--- src/rtl/uart_tx_datapath_if.sv ---
// uart_tx_datapath_if
//   Bundles the host write port, the transmitter-FSM handshake and the
//   status flags of the UART transmit datapath.
//   Modports:
//     master - host/FSM side: drives wr_en, wr_data, ovf_clr, load, shift, busy
//              and observes tx_enable, txd, full, empty, count, overflow,
//              proto_err.
//     slave  - datapath side: the reverse directions.
//   Parameter AW is the FIFO pointer width; count is AW+1 bits wide.
interface uart_tx_datapath_if #(
    parameter int AW = 2
);
    logic          wr_en;
    logic [7:0]    wr_data;
    logic          ovf_clr;
    logic          load;
    logic          shift;
    logic          busy;
    logic          tx_enable;
    logic          txd;
    logic          full;
    logic          empty;
    logic [AW:0]   count;
    logic          overflow;
    logic          proto_err;

    modport master (
        output wr_en, wr_data, ovf_clr, load, shift, busy,
        input  tx_enable, txd, full, empty, count, overflow, proto_err
    );

    modport slave (
        input  wr_en, wr_data, ovf_clr, load, shift, busy,
        output tx_enable, txd, full, empty, count, overflow, proto_err
    );
endinterface

--- src/rtl/uart_tx_datapath.sv ---
// uart_tx_datapath
//   UART transmit datapath sharing the bit clock with the transmitter FSM.
//   Host bytes are queued in a DEPTH-entry FIFO. On the FSM's load strobe the
//   oldest byte is framed as start(0) + 8 data bits LSB-first + stop(1); each
//   shift strobe moves the next bit onto txd. Dropped writes and protocol
//   misuse set sticky flags cleared by ovf_clr.
//   Ports:
//     fsm_clk - bit clock, rising edge
//     rst_n   - synchronous active-low reset
//     bus     - uart_tx_datapath_if.slave: host write, FSM handshake, status
//   Parameters:
//     DEPTH - FIFO depth in bytes (power of two, 2..16)
//     AW    - log2(DEPTH)
module uart_tx_datapath #(
    parameter int DEPTH = 4,
    parameter int AW    = 2
) (
    input  logic                    fsm_clk,
    input  logic                    rst_n,
    uart_tx_datapath_if.slave       bus
);

    logic [7:0]  mem [DEPTH];
    logic [AW-1:0] wr_ptr;
    logic [AW-1:0] rd_ptr;
    logic [AW:0]   count_q;
    logic [9:0]    frame;
    logic          active;
    logic [3:0]    bit_cnt;
    logic          overflow_q;
    logic          proto_err_q;

    logic empty_w;
    logic full_w;
    logic pop;
    logic push;
    logic drop;
    logic proto_set;

    assign empty_w = (count_q == '0);
    assign full_w  = (count_q == (AW+1)'(DEPTH));

    assign pop  = bus.load && !empty_w;
    // A full FIFO still accepts a write when a pop frees a slot this cycle.
    assign push = bus.wr_en && (!full_w || pop);
    assign drop = bus.wr_en && !push;

    // load takes priority over shift, so a stray shift alongside load only
    // counts as an error when the FSM does not claim to be busy.
    assign proto_set = (bus.load && empty_w)
                     || (bus.load && bus.shift && !bus.busy)
                     || (!bus.load && bus.shift && !active);

    // FIFO storage carries no reset: stale entries are never read because
    // the pointers and count are reset.
    always_ff @(posedge fsm_clk) begin
        if (push) begin
            mem[wr_ptr] <= bus.wr_data;
        end
    end

    always_ff @(posedge fsm_clk) begin
        if (!rst_n) begin
            wr_ptr      <= '0;
            rd_ptr      <= '0;
            count_q     <= '0;
            frame       <= '1;
            active      <= 1'b0;
            bit_cnt     <= '0;
            overflow_q  <= 1'b0;
            proto_err_q <= 1'b0;
        end else begin
            if (push) begin
                wr_ptr <= wr_ptr + AW'(1);
            end
            if (pop) begin
                rd_ptr <= rd_ptr + AW'(1);
            end
            count_q <= count_q + (AW+1)'(push) - (AW+1)'(pop);

            if (bus.load) begin
                if (!empty_w) begin
                    frame   <= {1'b1, mem[rd_ptr], 1'b0};
                    active  <= 1'b1;
                    bit_cnt <= '0;
                end else begin
                    // Keep the line idle rather than framing garbage.
                    frame <= '1;
                end
            end else if (bus.shift && active) begin
                frame   <= {1'b1, frame[9:1]};
                bit_cnt <= bit_cnt + 4'd1;
                if (bit_cnt == 4'd9) begin
                    active <= 1'b0;
                end
            end

            // Set beats clear when both happen in the same cycle.
            if (drop) begin
                overflow_q <= 1'b1;
            end else if (bus.ovf_clr) begin
                overflow_q <= 1'b0;
            end

            if (proto_set) begin
                proto_err_q <= 1'b1;
            end else if (bus.ovf_clr) begin
                proto_err_q <= 1'b0;
            end
        end
    end

    // tx_enable covers the whole frame so the FSM never idles mid-frame.
    assign bus.tx_enable = !empty_w || active;
    assign bus.txd       = frame[0];
    assign bus.full      = full_w;
    assign bus.empty     = empty_w;
    assign bus.count     = count_q;
    assign bus.overflow  = overflow_q;
    assign bus.proto_err = proto_err_q;

endmodule

--- src/flat_wrapper.sv ---
// flat-port wrapper written by rule: the top's interface ports become plain ports
module uart_tx_datapath_flat 
#(
    parameter int DEPTH = 4,
    parameter int AW    = 2
)
  (fsm_clk, rst_n, bus_wr_en, bus_wr_data, bus_ovf_clr, bus_load, bus_shift, bus_busy, bus_tx_enable, bus_txd, bus_full, bus_empty, bus_count, bus_overflow, bus_proto_err);
  uart_tx_datapath_if #(.AW(AW)) bus_i ();
  input  logic fsm_clk;
  input  logic rst_n;
  input wire logic [$bits(bus_i.wr_en)-1:0] bus_wr_en;
  input wire logic [$bits(bus_i.wr_data)-1:0] bus_wr_data;
  input wire logic [$bits(bus_i.ovf_clr)-1:0] bus_ovf_clr;
  input wire logic [$bits(bus_i.load)-1:0] bus_load;
  input wire logic [$bits(bus_i.shift)-1:0] bus_shift;
  input wire logic [$bits(bus_i.busy)-1:0] bus_busy;
  output wire logic [$bits(bus_i.tx_enable)-1:0] bus_tx_enable;
  output wire logic [$bits(bus_i.txd)-1:0] bus_txd;
  output wire logic [$bits(bus_i.full)-1:0] bus_full;
  output wire logic [$bits(bus_i.empty)-1:0] bus_empty;
  output wire logic [$bits(bus_i.count)-1:0] bus_count;
  output wire logic [$bits(bus_i.overflow)-1:0] bus_overflow;
  output wire logic [$bits(bus_i.proto_err)-1:0] bus_proto_err;
  assign bus_i.wr_en = bus_wr_en;
  assign bus_i.wr_data = bus_wr_data;
  assign bus_i.ovf_clr = bus_ovf_clr;
  assign bus_i.load = bus_load;
  assign bus_i.shift = bus_shift;
  assign bus_i.busy = bus_busy;
  assign bus_tx_enable = bus_i.tx_enable;
  assign bus_txd = bus_i.txd;
  assign bus_full = bus_i.full;
  assign bus_empty = bus_i.empty;
  assign bus_count = bus_i.count;
  assign bus_overflow = bus_i.overflow;
  assign bus_proto_err = bus_i.proto_err;
  uart_tx_datapath #(.DEPTH(DEPTH), .AW(AW)) u_core (.fsm_clk(fsm_clk), .rst_n(rst_n), .bus(bus_i));
endmodule
--- config.mk ---
export PLATFORM = sky130hd
export DESIGN_NAME = uart_tx_datapath_flat
export DESIGN_NICKNAME = d
export VERILOG_FILES = /design/src/rtl/uart_tx_datapath_if.sv /design/src/rtl/uart_tx_datapath.sv /design/src/flat_wrapper.sv
export SDC_FILE = /design/constraint.sdc
export NUM_CORES = 1
export LEC_CHECK = 0
export BUFFER_PORTS_ARGS = -buffer_cell sky130_fd_sc_hd__buf_2
export CAP_MARGIN = 30
export CORE_MARGIN = 2
export CORE_UTILIZATION = 58
export CTS_BUF_LIST = sky130_fd_sc_hd__clkbuf_16
export DETAILED_ROUTE_END_ITERATION = 10
export GPL_ROUTABILITY_DRIVEN = 0
export MAX_ROUTING_LAYER = met4
export PLACE_DENSITY = 0.83
export SLEW_MARGIN = 25
export SYNTH_ARGS = -nofsm -noshare
export SYNTH_HDL_FRONTEND = slang
export SYNTH_SLANG_ARGS = --single-unit
--- constraint.sdc ---
create_clock -name fsm_clk -period 3.1 [get_ports fsm_clk]
set_clock_uncertainty 0.2 [all_clocks]
set_input_delay 0.62 -clock fsm_clk [delete_from_list [all_inputs] [get_ports fsm_clk]]
set_output_delay 0.62 -clock fsm_clk [all_outputs]
set_load 0.1 [all_outputs]
* Word-level counts from Yosys, hierarchy flattened
Memory sizes are Yosys's and may differ from the RTL's. A register that Yosys moved wholly into a read port is not among the register bits.
Cells that the tools add are included.
** Storage, ports and cells
- Memories :: 1
- Bits of input ports :: 15
- Register bits :: 24
- Memory bits (writable) :: 32
** Operators by class
- Muxes and demuxes :: 17
- Reductions and logical operators :: 26
- Equal/unequal tests :: 3
- Add/subtract/negate cells :: 5
** Memory list
- u_core.mem :: depth 4, bits a word 8, rd ports 1, clocked after memory_dff 1, write ports 1, line uart_tx_datapath.sv:23 : logic [7:0] mem [DEPTH];
** Operators with widths (count)
- $mux W10 :: 2
- $mux W4 :: 3
- $logic_and A1 B1 Y1 :: 9
- $mux W1 :: 9
- $mux W9 :: 1
- $reduce_bool A2 Y1 :: 4
- $logic_not A1 Y1 :: 6
- $add A2 B1 Y2 const B :: 2
- $add A4 B1 Y4 const B :: 1
- $eq A4 B4 Y1 const B :: 1
- $logic_or A1 B1 Y1 :: 4
- $mux W2 :: 2
- $add A3 B1 Y3 :: 1
- $eq A3 B3 Y1 const B :: 1
- $logic_not A3 Y1 :: 1
- $reduce_and A3 Y1 :: 1
- $sub A3 B1 Y3 :: 1
- $ne A2 B2 Y1 const B :: 1
- $reduce_and A2 Y1 :: 1

* Logic depth before layout (Yosys ltp)
Gate-level depths: netlist (run 1).
- Depth after elaboration :: 8
- Mapped depth :: 12

* Worst setup path after synthesis (run 1)
Ideal clock, no wire load.
- Kind :: reg-to-output
- From :: register u_core.count_q[0], in the netlist u_core.bus.count[0]
- To :: output bus_tx_enable
- Required time :: 2.280 ns
- Cell stages (with the launch flop) :: 3
- Data arrival time :: 4.374 ns
- Slack :: -2.094 ns
- Cells stage by stage :: dfxtp_1 -> nor3_1 -> nand2b_1
** Between the ends
- Longest elaborated chain between the ends :: 3
** Ends and longest elaborated chain
- from (decl) :: line uart_tx_datapath.sv:26 : logic [AW:0] count_q;
- from (signal assigned) :: line uart_tx_datapath.sv:79 : count_q <= count_q + (AW+1)'(push) - (AW+1)'(pop);
- $logic_not A3 Y1 :: line uart_tx_datapath.sv:40 : assign empty_w = (count_q == '0);
- via bus_empty :: line flat_wrapper.sv:20 : output wire logic [$bits(bus_i.empty)-1:0] bus_empty;
- $logic_not A1 Y1 :: line uart_tx_datapath.sv:114 : assign bus.tx_enable = !empty_w || active;
- $logic_or A1 B1 Y1 :: line uart_tx_datapath.sv:114
- to (decl) :: line flat_wrapper.sv:17 : output wire logic [$bits(bus_i.tx_enable)-1:0] bus_tx_enable;
The timed path passes the listed nets, and every way through them passes these cells.

* Worst setup path in the final report (run 1)
- From :: register u_core.count_q[2], in the netlist u_core.bus.count[2]
- To :: register u_core.count_q[2], in the netlist u_core.bus.count[2]
** Between the ends
- Longest elaborated chain between the ends :: 7
** Ends and longest elaborated chain
- $logic_not A3 Y1 (*) :: line uart_tx_datapath.sv:40
- $logic_not A1 Y1 (*) :: line uart_tx_datapath.sv:43 : assign pop = bus.load && !empty_w;
- $logic_and A1 B1 Y1 (*) :: line uart_tx_datapath.sv:43
- via u_core.pop :: line uart_tx_datapath.sv:35 : logic pop;
- $logic_or A1 B1 Y1 :: line uart_tx_datapath.sv:45 : assign push = bus.wr_en && (!full_w || pop);
- $logic_and A1 B1 Y1 :: line uart_tx_datapath.sv:45
- $add A3 B1 Y3 :: line uart_tx_datapath.sv:79
- $sub A3 B1 Y3 (*) :: line uart_tx_datapath.sv:79
The timed path passes the listed nets; every way through them passes the cells marked *.
A chain may end at the register's enable or synchronous reset.

==> impl_summary.log, run 1 <==
[metrics] Crit path largest cell delay: between 0.5 and 0.6 ns
[metrics] Floorplan Core Area: 4000 sq um
[metrics] Fill cells: around 270
[metrics] Post-Synthesis Cell Area: between 2000 and 2500 sq um
[metrics] Post-Synthesis Net Count: 201
[metrics] share of synthesized cell area in full adder, half adder and majority cells: under 10%
[metrics] share of the clock period used by the worst path after layout: ~88%
[metrics] vias per inst: 5.562
[metrics] latest clock arrival within the worst-skew pair: ~0.32 ns
[metrics] Max Slew Vio Count: 0
[metrics] share of cells above drive strength 1: between 20% and 30%
[metrics] largest area contributor in the netlist: sky130_fd_sc_hd__edfxtp_1
[metrics] count of boundary I/O pins: 24
[metrics] Static Leak: about 1.1 nW
[metrics] overall global routing resource usage: a little under a quarter
[metrics] Min Clock Period, post-route: between 2 and 3 ns
[metrics] post-synthesis mux area share: 8.718%
[metrics] post-detailed-placement half-perimeter wirelength: 2.914 mm
[metrics] HP Class: reg -> reg
[metrics] basic-gate share of the synthesized area counting and, or, nand and nor cells: approximately 11%
[metrics] First-pass DRT Iterations: 6
[metrics] maximum number of pins on one net before global-route repair: 26
[metrics] ANT cells: 0
[metrics] hold_buf cts: 0
[metrics] endpoint of the worst register-to-register path: u_core.bus.count[2]$_SDFF_PN0_
[metrics] Hold Violations, Final: 0
[metrics] vertical die dimension: 68.48 um
[metrics] RSZ-0062 raised after global routing: no
[metrics] PwrDens: slightly below 1000 nW/um^2
[metrics] kind of capture point of the worst setup path: flip-flop
[metrics] final-stage net count: roughly 230
[metrics] wire length of the first global-routing pass: a little over 7 mm
[metrics] area enclosed by the die boundary: 4689 sq um
[metrics] number of max-cap violations: 0
[metrics] number of port buffers: 23
[metrics] number of synthesized register bits: 57
[metrics] maximum clock path buffer count: 2
[metrics] synthesized-area fraction occupied by xor and xnor cells: roughly 1.8%
[metrics] Routed Antenna Nets: 0
[metrics] number of instances resized during post-cts repair: 0
[metrics] path depth of the worst reg2reg path: 10
[metrics] vias in the first global route: about 1500
[metrics] startpoint kind of the worst setup timing path: flip-flop
[metrics] endpoint of the worst hold-timing path: u_core.frame[1]$_SDFFE_PN1P_
[metrics] Critical Path Slowest Stage Cell: sky130_fd_sc_hd__o31ai_4
[metrics] ranking of synthesized cells by area: sky130_fd_sc_hd__edfxtp_1 40%, sky130_fd_sc_hd__dfxtp_1 21%, sky130_fd_sc_hd__mux4_2 7.5%, sky130_fd_sc_hd__ha_1 4.2%, sky130_fd_sc_hd__and2_1 2.6%
[metrics] post-synthesis area per instance: between 10 and 15 sq um
[metrics] post-route cell area: 2873 sq um
[metrics] transition at the pin with the smallest max-transition slack: about 0.59 ns
[metrics] combinational family with the most area after synthesis: simple AND/OR/NAND/NOR gates
[metrics] cell repeated most along the worst path: sky130_fd_sc_hd__inv_1
[metrics] register clock-pin slew on the reported worst setup and hold paths: about 0.050 ns
[metrics] Yosys warning count: 0
[metrics] reg2reg setup slack: 0.38 ns
[metrics] top_reg_cell synth: sky130_fd_sc_hd__edfxtp_1
[metrics] count of flip-flops with a built-in enable after synthesis: 32
[metrics] hold_ws: ~0.27 ns
[metrics] per-cell routed wire length: 17.23 um
[metrics] area fraction in compound gates after synthesis: just under 9%
[metrics] TritonCTS clock tree: done
[metrics] FMAX: approximately 370 MHz
[metrics] fin cells: between 200 and 300
[metrics] fraction of registers with async set/reset: 0%
[metrics] register area share after synthesis: around 61%
[metrics] number of antenna violations at the first check in global routing: 0
[metrics] data arrival time of the critical path: approximately 2.7 ns
[metrics] final sum of negative setup slack: 0 ns
[metrics] initial core utilization: 60.28%
[metrics] critical path class: reg -> reg
[metrics] number of violations reported at the end of detailed-routing iteration 0: 91
[metrics] number of different library cells in the post-synthesis netlist: 37
[metrics] Post-Synthesis Cells: approximately 180
[metrics] kind of cell adding the most delay to the critical path: adder cells
[metrics] top-area cell type share of the netlist area: roughly two fifths
[metrics] count of standard-cell rows: 23
[metrics] Clock Sinks: 57
[metrics] # H-tree levels: 3
[metrics] area overhead of the layout relative to synthesis: 19.15%
[metrics] startpoint of the worst register-to-register path: u_core.bus.count[2]$_SDFF_PN0_
[metrics] via total after detailed routing: 1435
[metrics] crit path buf inv count: 3
[metrics] Setup Buffers After CTS: 0
[metrics] hold wc startpoint: u_core.frame[1]$_SDFFE_PN1P_
[metrics] cell at the root of the clock tree: sky130_fd_sc_hd__clkbuf_16
[metrics] total congestion overflow: 0
[metrics] IR Drop Worst-Case VDD: approximately 0.00055 V
[metrics] post-placement cell area: about 2600 sq um
[metrics] status: finished clean
[metrics] biggest fanout along the worst timing path: 14
[metrics] Worst Path Required: approximately 3.1 ns
[metrics] Layout Utilization: 71.82%
[metrics] cell count after placement: 242
[metrics] total detailed-routing wirelength: approximately 4.4 mm
[metrics] Die X: between 60 and 70 um
[metrics] count of unresolved DRC violations after routing: 0
[metrics] crit-path cells: o31ai_4 -> inv_1 -> ha_1 -> inv_1 -> ha_1 -> inv_1 -> fa_1 -> xnor2_1 -> xnor2_1 -> and2_1
[metrics] setup-violating endpoint count in the final report: 0
[metrics] Hold Path Stages: 2
[metrics] Num CTS Buffers: 9
[metrics] worst slew margin relative to its limit: between 60% and 70%
## report_power, final
group	leakage, nW	internal, mW	switching (mW)
Combinational	0.461	0.244	0.536
Sequential	0.500	0.903	0.116
Clock	0.145	0.700	0.338
Total	1.11	1.85	0.991
## Yosys cell counts, types with 2 or more instances
library cell               count
sky130_fd_sc_hd__nor2b_1       3
sky130_fd_sc_hd__edfxtp_1     32
sky130_fd_sc_hd__mux2i_1       3
sky130_fd_sc_hd__and3_1        2
sky130_fd_sc_hd__o21a_1        2
sky130_fd_sc_hd__xnor2_1       4
sky130_fd_sc_hd__nor2_1       10
sky130_fd_sc_hd__mux4_2        8
sky130_fd_sc_hd__nand2_1      15
sky130_fd_sc_hd__buf_2         2
sky130_fd_sc_hd__o211ai_1      6
sky130_fd_sc_hd__nand4b_1      2
sky130_fd_sc_hd__o21ai_0       2
sky130_fd_sc_hd__buf_6         3
sky130_fd_sc_hd__clkbuf_1      2
sky130_fd_sc_hd__and2_1       10
sky130_fd_sc_hd__a21boi_0      2
sky130_fd_sc_hd__dfxtp_1      25
sky130_fd_sc_hd__ha_1          8
sky130_fd_sc_hd__a21oi_1      10
sky130_fd_sc_hd__inv_1        10
## worst max path at each step
| stage | from | to | cells after the start |
|---|---|---|---|
| after floorplan | u_core.bus.count[2]$_SDFF_PN0_ | u_core.bus.count[2]$_SDFF_PN0_ | 8 |
| after global placement | bus_load | u_core.bus.count[2]$_SDFF_PN0_ | 11 |
| after detailed placement | bus_load | u_core.bus.count[2]$_SDFF_PN0_ | 11 |
| after CTS | u_core.bus.count[2]$_SDFF_PN0_ | u_core.bus.count[2]$_SDFF_PN0_ | 10 |
| after global routing | u_core.bus.count[2]$_SDFF_PN0_ | u_core.bus.count[2]$_SDFF_PN0_ | 10 |
| final | u_core.bus.count[2]$_SDFF_PN0_ | u_core.bus.count[2]$_SDFF_PN0_ | 10 |
## placed cells by master (no fill, tap or decap), types with 2 or more instances in the layout
master and count:
sky130_fd_sc_hd__edfxtp_1 32, sky130_fd_sc_hd__buf_2 23, sky130_fd_sc_hd__dfxtp_1 22, sky130_fd_sc_hd__nand2_1 15, sky130_fd_sc_hd__inv_1 10, sky130_fd_sc_hd__and2_1 10, sky130_fd_sc_hd__a21oi_1 10, sky130_fd_sc_hd__nor2_1 10
sky130_fd_sc_hd__clkbuf_16 9, sky130_fd_sc_hd__mux4_2 8, sky130_fd_sc_hd__ha_1 8, sky130_fd_sc_hd__o211ai_1 6, sky130_fd_sc_hd__xnor2_1 4, sky130_fd_sc_hd__mux2i_1 3, sky130_fd_sc_hd__nor2b_1 3, sky130_fd_sc_hd__clkinvlp_4 3
sky130_fd_sc_hd__o21ai_0 2, sky130_fd_sc_hd__a21boi_0 2, sky130_fd_sc_hd__nand4b_1 2, sky130_fd_sc_hd__and3_1 2, sky130_fd_sc_hd__o21a_1 2, sky130_fd_sc_hd__bufinv_16 2, sky130_fd_sc_hd__dfxtp_2 2
## sequential cells by signal, indices dropped and copies added, names as in the netlist, named ones only
| register | cells |
|---|---|
| u_core.active | 1 |
| u_core.bit_cnt | 4 |
| u_core.bus.count | 3 |
| u_core.bus.overflow | 1 |
| u_core.bus.proto_err | 1 |
| u_core.frame | 9 |
| u_core.mem | 32 |
| u_core.rd_ptr | 2 |
| u_core.wr_ptr | 2 |
## layout make-up
cell class	count	area [sq um]	share of cell area, %
clock buffers	9	225.2	7.840
clock inverters	7	95.09	3.310
inverters	10	37.54	1.307
multi-input cells	102	869.6	30.27
flip-flops and latches	57	1468	51.09
well taps	50	62.56	2.178
repair buffers	23	115.1	4.007
## cell families (layout without fill, tap and decap cells)
group	Yosys count	in the layout
flops	57	57
fa+ha+maj	9	9
xor+xnor	5	5
compound gates	29	29
mux	11	11
simple gates	48	48
buf+inv	18	49
## per-layer routing
layer | global-route usage, % | up-vias | routed length [um]
li1 | - | 695 | -
met1 | 25.28 | 710 | 1844
met2 | 37.74 | 21 | 2407
met3 | 6.908 | 9 | 123
met4 | 9.000 | 0 | 69
met5 | - | - | 0
## per-stage QoR
step                setup WS (ns)  power, mW
detailed placement         0.2431      1.812
global route               0.2342      2.942
floorplan                  0.1804      1.688
CTS                        0.3884      2.857
finish                     0.3836      2.838
global placement           0.3596      1.777
## worst register-to-register path, cell delays in order (launching register included)
cell and delay (ns):
sky130_fd_sc_hd__dfxtp_4 0.37, sky130_fd_sc_hd__o31ai_4 0.56, sky130_fd_sc_hd__inv_1 0.13, sky130_fd_sc_hd__ha_1 0.29
sky130_fd_sc_hd__inv_1 0.06, sky130_fd_sc_hd__ha_1 0.14, sky130_fd_sc_hd__inv_1 0.05, sky130_fd_sc_hd__fa_1 0.37
sky130_fd_sc_hd__xnor2_1 0.20, sky130_fd_sc_hd__xnor2_1 0.09, sky130_fd_sc_hd__and2_1 0.15
Power figures use the tool's default switching activity.
==> run 2: changes to the inputs <==
--- a/config.mk
+++ b/config.mk
@@ -8,12 +8,12 @@
 export BUFFER_PORTS_ARGS = -buffer_cell sky130_fd_sc_hd__buf_2
 export CAP_MARGIN = 30
 export CORE_MARGIN = 2
-export CORE_UTILIZATION = 58
+export CORE_UTILIZATION = 51
 export CTS_BUF_LIST = sky130_fd_sc_hd__clkbuf_16
 export DETAILED_ROUTE_END_ITERATION = 10
 export GPL_ROUTABILITY_DRIVEN = 0
 export MAX_ROUTING_LAYER = met4
-export PLACE_DENSITY = 0.83
+export PLACE_DENSITY = 0.81
 export SLEW_MARGIN = 25
 export SYNTH_ARGS = -nofsm -noshare
 export SYNTH_HDL_FRONTEND = slang
==> run 2 against run 1 <==
Wire length is 6.2% lower. Critical path depth stayed put. Worst setup slack better by 0.080 ns. Utilization is 10 points lower. Clock power is 9% lower. Power is 3.9% lower. Flip-flop and latch count stayed put. Cell count is 2.3% higher. Via count is 1.4% higher. Combinational power is 2% lower. First-iteration DRC count is 55% higher. Worst hold slack better by 0.0056 ns. Critical path type unchanged.
==> impl_summary.log, run 2 (synthesis results as in run 1) <==
[metrics] First-pass DRT Iterations: 4 (was 6)
[metrics] status: finished clean (unchanged)
[metrics] overall global routing resource usage: 18.51% (was 22.61%)
[metrics] number of max-cap violations: 0 (unchanged)
[metrics] transition at the pin with the smallest max-transition slack: 0.6101 ns (was 0.5860 ns)
[metrics] count of boundary I/O pins: 24 (unchanged)
[metrics] Fill cells: 352 (was 269)
[metrics] maximum clock path buffer count: 2 (unchanged)
[metrics] register clock-pin slew on the reported worst setup and hold paths: 0.05 ns (about the same)
[metrics] vias in the first global route: 1419 (was 1479)
[metrics] data arrival time of the critical path: 2.66 ns (was 2.73 ns)
[metrics] final sum of negative setup slack: 0 ns (unchanged)
[metrics] path depth of the worst reg2reg path: 10 (unchanged)
[metrics] cell at the root of the clock tree: sky130_fd_sc_hd__clkbuf_16 (unchanged)
[metrics] total detailed-routing wirelength: 4.168 mm (was 4.445 mm)
[metrics] ANT cells: 0 (unchanged)
[metrics] share of cells above drive strength 1: 27.14% (was 26.92%)
[metrics] per-cell routed wire length: 15.79 um (was 17.23 um)
[metrics] vertical die dimension: 72.76 um (was 68.48 um)
[metrics] IR Drop Worst-Case VDD: 0.0006649 V (was 0.0005544 V)
[metrics] vias per inst: 5.511 (was 5.562)
[metrics] Max Slew Vio Count: 0 (unchanged)
[metrics] number of port buffers: 23 (unchanged)
[metrics] Hold Path Stages: 2 (unchanged)
[metrics] critical path class: reg -> reg (unchanged)
[metrics] Num CTS Buffers: 9 (unchanged)
[metrics] area enclosed by the die boundary: 5293 sq um (was 4689 sq um)
[metrics] TritonCTS clock tree: done (unchanged)
[metrics] Min Clock Period, post-route: 2.637 ns (was 2.716 ns)
[metrics] number of antenna violations at the first check in global routing: 0 (unchanged)
[metrics] wire length of the first global-routing pass: 6.817 mm (was 7.051 mm)
[metrics] most used cells in the layout excluding fill and tap cells: 32 x sky130_fd_sc_hd__edfxtp_1, 23 x sky130_fd_sc_hd__buf_2, 22 x sky130_fd_sc_hd__dfxtp_1 (unchanged)
[metrics] hold_buf cts: 0 (unchanged)
[metrics] Routed Antenna Nets: 0 (unchanged)
[metrics] hold_ws: 0.2776 ns (was 0.2721 ns)
[metrics] post-detailed-placement half-perimeter wirelength: 2.696 mm (was 2.914 mm)
[metrics] via total after detailed routing: 1455 (was 1435)
[metrics] Most flops, register: u_core.mem (unchanged)
[metrics] Clock Sinks: 57 (unchanged)
[metrics] Die X: 72.76 um (was 68.48 um)
[metrics] Static Leak: 1.111 nW (was 1.107 nW)
[metrics] Setup Buffers After CTS: 0 (unchanged)
[metrics] RSZ-0062 raised after global routing: no (unchanged)
[metrics] registers with the most flip-flops: u_core.mem: 32 flops, u_core.frame: 9 flops, u_core.bit_cnt: 4 flops (unchanged)
[metrics] Worst Path Required: 3.12 ns (was 3.11 ns)
[metrics] biggest fanout along the worst timing path: 14 (unchanged)
[metrics] worst slew margin relative to its limit: 59.33% (was 60.93%)
[metrics] count of unresolved DRC violations after routing: 0 (unchanged)
[metrics] initial core utilization: 52.08% (was 60.28%)
[metrics] count of standard-cell rows: 25 (was 23)
[metrics] Design Power: 2.729 mW (was 2.838 mW)
[metrics] total congestion overflow: 0 (unchanged)
[metrics] maximum number of pins on one net before global-route repair: 26 (unchanged)
[metrics] max reg flops: 32 (unchanged)
[metrics] number of violations reported at the end of detailed-routing iteration 0: 141 (was 91)
[metrics] number of instances resized during post-cts repair: 0 (unchanged)
[metrics] PwrDens: 954.0 nW/um^2 (was 988.1 nW/um^2)
[metrics] final-stage net count: 229 (was 227)
[metrics] share of the clock period used by the worst path after layout: 85.06% (was 87.62%)
[metrics] startpoint kind of the worst setup timing path: flip-flop (unchanged)
[metrics] Hold Violations, Final: 0 (unchanged)
[metrics] # H-tree levels: 3 (unchanged)
[metrics] post-route cell area: 2860 sq um (was 2873 sq um)
[metrics] Layout Utilization: 61.78% (was 71.82%)
[metrics] Seq. cell area: 1468 sq um (unchanged)
[metrics] FMAX: 379.3 MHz (was 368.1 MHz)
[metrics] post-placement cell area: 2572 sq um (was 2552 sq um)
[metrics] commonest non-fill, non-tap cell in the layout: sky130_fd_sc_hd__edfxtp_1 (unchanged)
[metrics] HP Class: reg -> reg (unchanged)
[metrics] latest clock arrival within the worst-skew pair: 0.33 ns (was 0.32 ns)
[metrics] setup-violating endpoint count in the final report: 0 (unchanged)
[metrics] Floorplan Core Area: 4629 sq um (was 4000 sq um)
[metrics] area overhead of the layout relative to synthesis: 18.63% (was 19.15%)
[metrics] kind of capture point of the worst setup path: flip-flop (unchanged)
[metrics] footprint of the multi-input gates: 869.6 sq um (unchanged)
run 2: cell count changes in the layout (fill, tap and decap cells not counted), sizes merged:
cell      change
bufinv        -1
clkinv        +1
clkinvlp      -1
buf           +2
inv           +1
run 2: layout make-up:
cell class / instances / share of cell area [%]
Clock buffer: 9 / 7.874
Clock inverter: 7 / 2.187
Inverter: 10 / 1.312
Multi-Input combinational cell: 102 / 30.40
Sequential cell: 57 / 51.31
Tap cell: 54 / 2.362
Timing Repair Buffer: 25 / 4.549
run 2: through the flow:
stage,cells,worst slack [ns]
floorplan,177,0.1804
global placement,248,0.4995
detailed placement,248,0.4525
CTS,264,0.4435
global route,264,0.3183
finish,264,0.4633
run 2: critical path: stages, from the launching register on:
cell	delay (ns)
sky130_fd_sc_hd__dfxtp_4	0.37
sky130_fd_sc_hd__o31ai_4	0.57
sky130_fd_sc_hd__inv_1	0.10
sky130_fd_sc_hd__ha_1	0.28
sky130_fd_sc_hd__inv_1	0.05
sky130_fd_sc_hd__ha_1	0.12
sky130_fd_sc_hd__inv_1	0.04
sky130_fd_sc_hd__fa_1	0.37
sky130_fd_sc_hd__xnor2_1	0.14
sky130_fd_sc_hd__xnor2_1	0.12
sky130_fd_sc_hd__and2_1	0.15
run 2: worst paths after layout:
check                                                     from                        endpoint  slack [ns]
worst max-delay path            u_core.bus.count[2]$_SDFF_PN0_  u_core.bus.count[2]$_SDFF_PN0_        0.46
worst min-delay path              u_core.frame[5]$_SDFFE_PN1P_    u_core.frame[5]$_SDFFE_PN1P_        0.28
worst max register to register  u_core.bus.count[2]$_SDFF_PN0_  u_core.bus.count[2]$_SDFF_PN0_        0.46
worst min register to register    u_core.frame[5]$_SDFFE_PN1P_    u_core.frame[5]$_SDFFE_PN1P_        0.28
run 2: power by group:
group | switching [mW] | internal (mW) | leakage (nW)
Combinational | 0.523 | 0.244 | 0.471
Sequential | 0.114 | 0.904 | 0.500
Clock | 0.333 | 0.611 | 0.140
run 2: routing by layer:
metal / up-vias / track usage, % / share of wire [%]
li1: 701 / - / -
met1: 711 / 22.59 / 45
met2: 35 / 26.67 / 48
met3: 8 / 8.011 / 4.7
met4: 0 / 8.436 / 2.0
met5: - / - / 0
==> run 3: changes to the inputs <==
--- a/config.mk
+++ b/config.mk
@@ -7,13 +7,13 @@
 export LEC_CHECK = 0
 export BUFFER_PORTS_ARGS = -buffer_cell sky130_fd_sc_hd__buf_2
 export CAP_MARGIN = 30
-export CORE_MARGIN = 2
+export CORE_MARGIN = 3
 export CORE_UTILIZATION = 51
-export CTS_BUF_LIST = sky130_fd_sc_hd__clkbuf_16
 export DETAILED_ROUTE_END_ITERATION = 10
 export GPL_ROUTABILITY_DRIVEN = 0
 export MAX_ROUTING_LAYER = met4
 export PLACE_DENSITY = 0.81
+export REMOVE_ABC_BUFFERS = 1
 export SLEW_MARGIN = 25
 export SYNTH_ARGS = -nofsm -noshare
 export SYNTH_HDL_FRONTEND = slang
==> run 3 against run 2 <==
Cell area decreased by 4.0%. Worst setup slack got worse by 0.11 ns. Wire length fell by 2.3%. Sequential power about the same. First-iteration DRC count is 55% lower. Cell count down 1.5%. Critical path depth stayed put. Clock-buffer cell count is 2 higher. Register-to-register slack got worse by 0.11 ns. Largest cell class unchanged. Highest routed layer unchanged.
==> impl_summary.log, run 3 (synthesis results as in run 1) <==
[metrics] status: finished clean (unchanged)
[metrics] most used cells in the layout excluding fill and tap cells: 32 x sky130_fd_sc_hd__edfxtp_1, 25 x sky130_fd_sc_hd__dfxtp_1, 23 x sky130_fd_sc_hd__buf_2 (was 32 x sky130_fd_sc_hd__edfxtp_1, 23 x sky130_fd_sc_hd__buf_2, 22 x sky130_fd_sc_hd__dfxtp_1)
[metrics] power share of the combinational group: 30.7% (was 28.1%)
[metrics] Hold Violations, Final: 0 (unchanged)
[metrics] Die X: 74.76 um (was 72.76 um)
[metrics] critical path class: reg -> reg (unchanged)
[metrics] cell internal power dissipation: 1.584 mW (was 1.759 mW)
[metrics] number of antenna violations at the first check in global routing: 0 (unchanged)
[metrics] cell at the root of the clock tree: sky130_fd_sc_hd__clkbuf_8 (was sky130_fd_sc_hd__clkbuf_16)
[metrics] post-detailed-placement half-perimeter wirelength: 2.826 mm (was 2.696 mm)
[metrics] startpoint kind of the worst setup timing path: flip-flop (unchanged)
[metrics] count of boundary I/O pins: 24 (unchanged)
[metrics] via total after detailed routing: 1400 (was 1455)
[metrics] number of instances resized during post-cts repair: 0 (unchanged)
[metrics] post-route cell area: 2746 sq um (was 2860 sq um)
[metrics] power dissipated by switching net loads: 913.0 uW (was 969.5 uW)
[metrics] total congestion overflow: 0 (unchanged)
[metrics] # H-tree levels: 3 (unchanged)
[metrics] IR Drop Worst-Case VDD: 0.0004781 V (was 0.0006649 V)
[metrics] RSZ-0062 raised after global routing: no (unchanged)
[metrics] biggest fanout along the worst timing path: 14 (unchanged)
[metrics] ANT cells: 0 (unchanged)
[metrics] setup-violating endpoint count in the final report: 0 (unchanged)
[metrics] vias in the first global route: 1382 (was 1419)
[metrics] latest clock arrival within the worst-skew pair: 0.33 ns (about the same)
[metrics] count of unresolved DRC violations after routing: 0 (unchanged)
[metrics] Max Slew Vio Count: 0 (unchanged)
[metrics] area enclosed by the die boundary: 5588 sq um (was 5293 sq um)
[metrics] Num CTS Buffers: 9 (unchanged)
[metrics] number of violations reported at the end of detailed-routing iteration 0: 64 (was 141)
[metrics] Fill cells: 351 (was 352)
[metrics] number of port buffers: 23 (unchanged)
[metrics] overall global routing resource usage: 17.10% (was 18.51%)
[metrics] Routed Antenna Nets: 0 (unchanged)
[metrics] footprint of the multi-input gates: 855.8 sq um (was 869.6 sq um)
[metrics] count of standard-cell rows: 24 (was 25)
[metrics] pre-CTS setup slack: 0.2502 ns (was 0.4525 ns)
[metrics] number of max-cap violations: 0 (unchanged)
[metrics] Floorplan Core Area: 4444 sq um (was 4629 sq um)
[metrics] PwrDens: 909.2 nW/um^2 (was 954.0 nW/um^2)
[metrics] worst slew margin relative to its limit: 62.28% (was 59.33%)
[metrics] share of the clock period used by the worst path after layout: 88.63% (was 85.06%)
[metrics] max reg flops: 32 (unchanged)
[metrics] part of the total power dissipated in sequential elements: 40.1% (was 37.3%)
[metrics] per-cell routed wire length: 15.66 um (was 15.79 um)
[metrics] commonest non-fill, non-tap cell in the layout: sky130_fd_sc_hd__edfxtp_1 (unchanged)
[metrics] final-stage net count: 227 (was 229)
[metrics] data arrival time of the critical path: 2.78 ns (was 2.66 ns)
[metrics] vias per inst: 5.385 (was 5.511)
[metrics] TritonCTS clock tree: done (unchanged)
[metrics] registers with the most flip-flops: u_core.mem: 32 flops, u_core.frame: 9 flops, u_core.bit_cnt: 4 flops (unchanged)
[metrics] Worst Path Required: 3.13 ns (was 3.12 ns)
[metrics] HP Class: reg -> reg (unchanged)
[metrics] Min Clock Period, post-route: 2.748 ns (was 2.637 ns)
[metrics] Static Leak: 1.057 nW (was 1.111 nW)
[metrics] FMAX: 364.0 MHz (was 379.3 MHz)
[metrics] Clock Sinks: 57 (unchanged)
[metrics] area overhead of the layout relative to synthesis: 13.91% (was 18.63%)
[metrics] register clock-pin slew on the reported worst setup and hold paths: 0.06 ns (was 0.05 ns)
[metrics] clock network power share: 29.2% (was 34.6%)
[metrics] Seq. cell area: 1461 sq um (was 1468 sq um)
[metrics] Most flops, register: u_core.mem (unchanged)
[metrics] Setup Buffers After CTS: 0 (unchanged)
[metrics] wire length of the first global-routing pass: 6.548 mm (was 6.817 mm)
[metrics] total detailed-routing wirelength: 4.072 mm (was 4.168 mm)
[metrics] post-placement cell area: 2535 sq um (was 2572 sq um)
[metrics] Worst Setup Slack, final: 0.3524 ns (was 0.4633 ns)
[metrics] share of cells above drive strength 1: 24.04% (was 27.14%)
[metrics] transition at the pin with the smallest max-transition slack: 0.5658 ns (was 0.6101 ns)
[metrics] hold_buf cts: 0 (unchanged)
[metrics] maximum number of pins on one net before global-route repair: 26 (unchanged)
[metrics] kind of capture point of the worst setup path: flip-flop (unchanged)
[metrics] initial core utilization: 54.25% (was 52.08%)
[metrics] maximum clock path buffer count: 2 (unchanged)
[metrics] vertical die dimension: 74.76 um (was 72.76 um)
[metrics] switching share of power: 36.57% (was 35.53%)
[metrics] First-pass DRT Iterations: 4 (unchanged)
-- run 3: final timing paths --
kind	start	to	slack, ns	depth (start not counted)
setup / recovery	u_core.bus.count[2]$_SDFF_PN0_	u_core.bus.count[2]$_SDFF_PN0_	0.35	10
hold reg to reg	u_core.frame[3]$_SDFFE_PN1P_	u_core.frame[3]$_SDFFE_PN1P_	0.28	2
setup reg to reg	u_core.bus.count[2]$_SDFF_PN0_	u_core.bus.count[2]$_SDFF_PN0_	0.35	10
hold / removal	u_core.frame[3]$_SDFFE_PN1P_	u_core.frame[3]$_SDFFE_PN1P_	0.28	2
-- run 3: stage by stage --
step	total power, mW	setup TNS [ns]	util (%)	hold WS (ns)	instances
after floorplan	1.631	-4.914	-	0.2352	169
after global placement	1.762	0	57.04	0.2517	244
after CTS	2.525	0	61.80	0.2809	260
after global routing	2.623	0	61.80	0.2867	260
final	2.497	0	61.80	0.2767	260
after detailed placement	1.790	0	57.04	0.2629	244
-- run 3: critical path: stages, from the launching register on --
cell and delay (ns):
sky130_fd_sc_hd__dfxtp_1 0.39, sky130_fd_sc_hd__o31ai_4 0.57, sky130_fd_sc_hd__inv_1 0.13, sky130_fd_sc_hd__ha_1 0.30, sky130_fd_sc_hd__inv_1 0.06, sky130_fd_sc_hd__ha_1 0.13, sky130_fd_sc_hd__inv_1 0.05, sky130_fd_sc_hd__fa_1 0.39
sky130_fd_sc_hd__xnor2_1 0.15, sky130_fd_sc_hd__xnor2_1 0.13, sky130_fd_sc_hd__and2_1 0.15
-- run 3: power groups by stage --
stage          Clock, mW  Sequential, mW  Combinational (mW)
3_5_place_dp           0            1.02               0.770
5_1_grt            0.782            1.02               0.820
3_3_place_gp           0            1.01               0.750
4_1_cts            0.746            1.00               0.774
2_1_floorplan          0            1.15               0.479
6_report           0.728            1.00               0.768
-- run 3: final cells by class --
class	instances	share of cell area, %
timing repair buffer	23	4.191
clock inverter	5	2.916
inverter	10	1.367
sequential	57	53.21
multi-input combinational	102	31.16
clock buffer	11	4.784
tap	52	2.369
-- run 3: layer usage --
| metal | vias to the layer above | routed length [um] | global-route usage [%] |
|---|---|---|---|
| li1 | 692 | - | - |
| met1 | 673 | 1864 | 20.28 |
| met2 | 30 | 1975 | 26.63 |
| met3 | 5 | 193 | 7.210 |
| met4 | 0 | 39 | 5.336 |
| met5 | - | 0 | - |
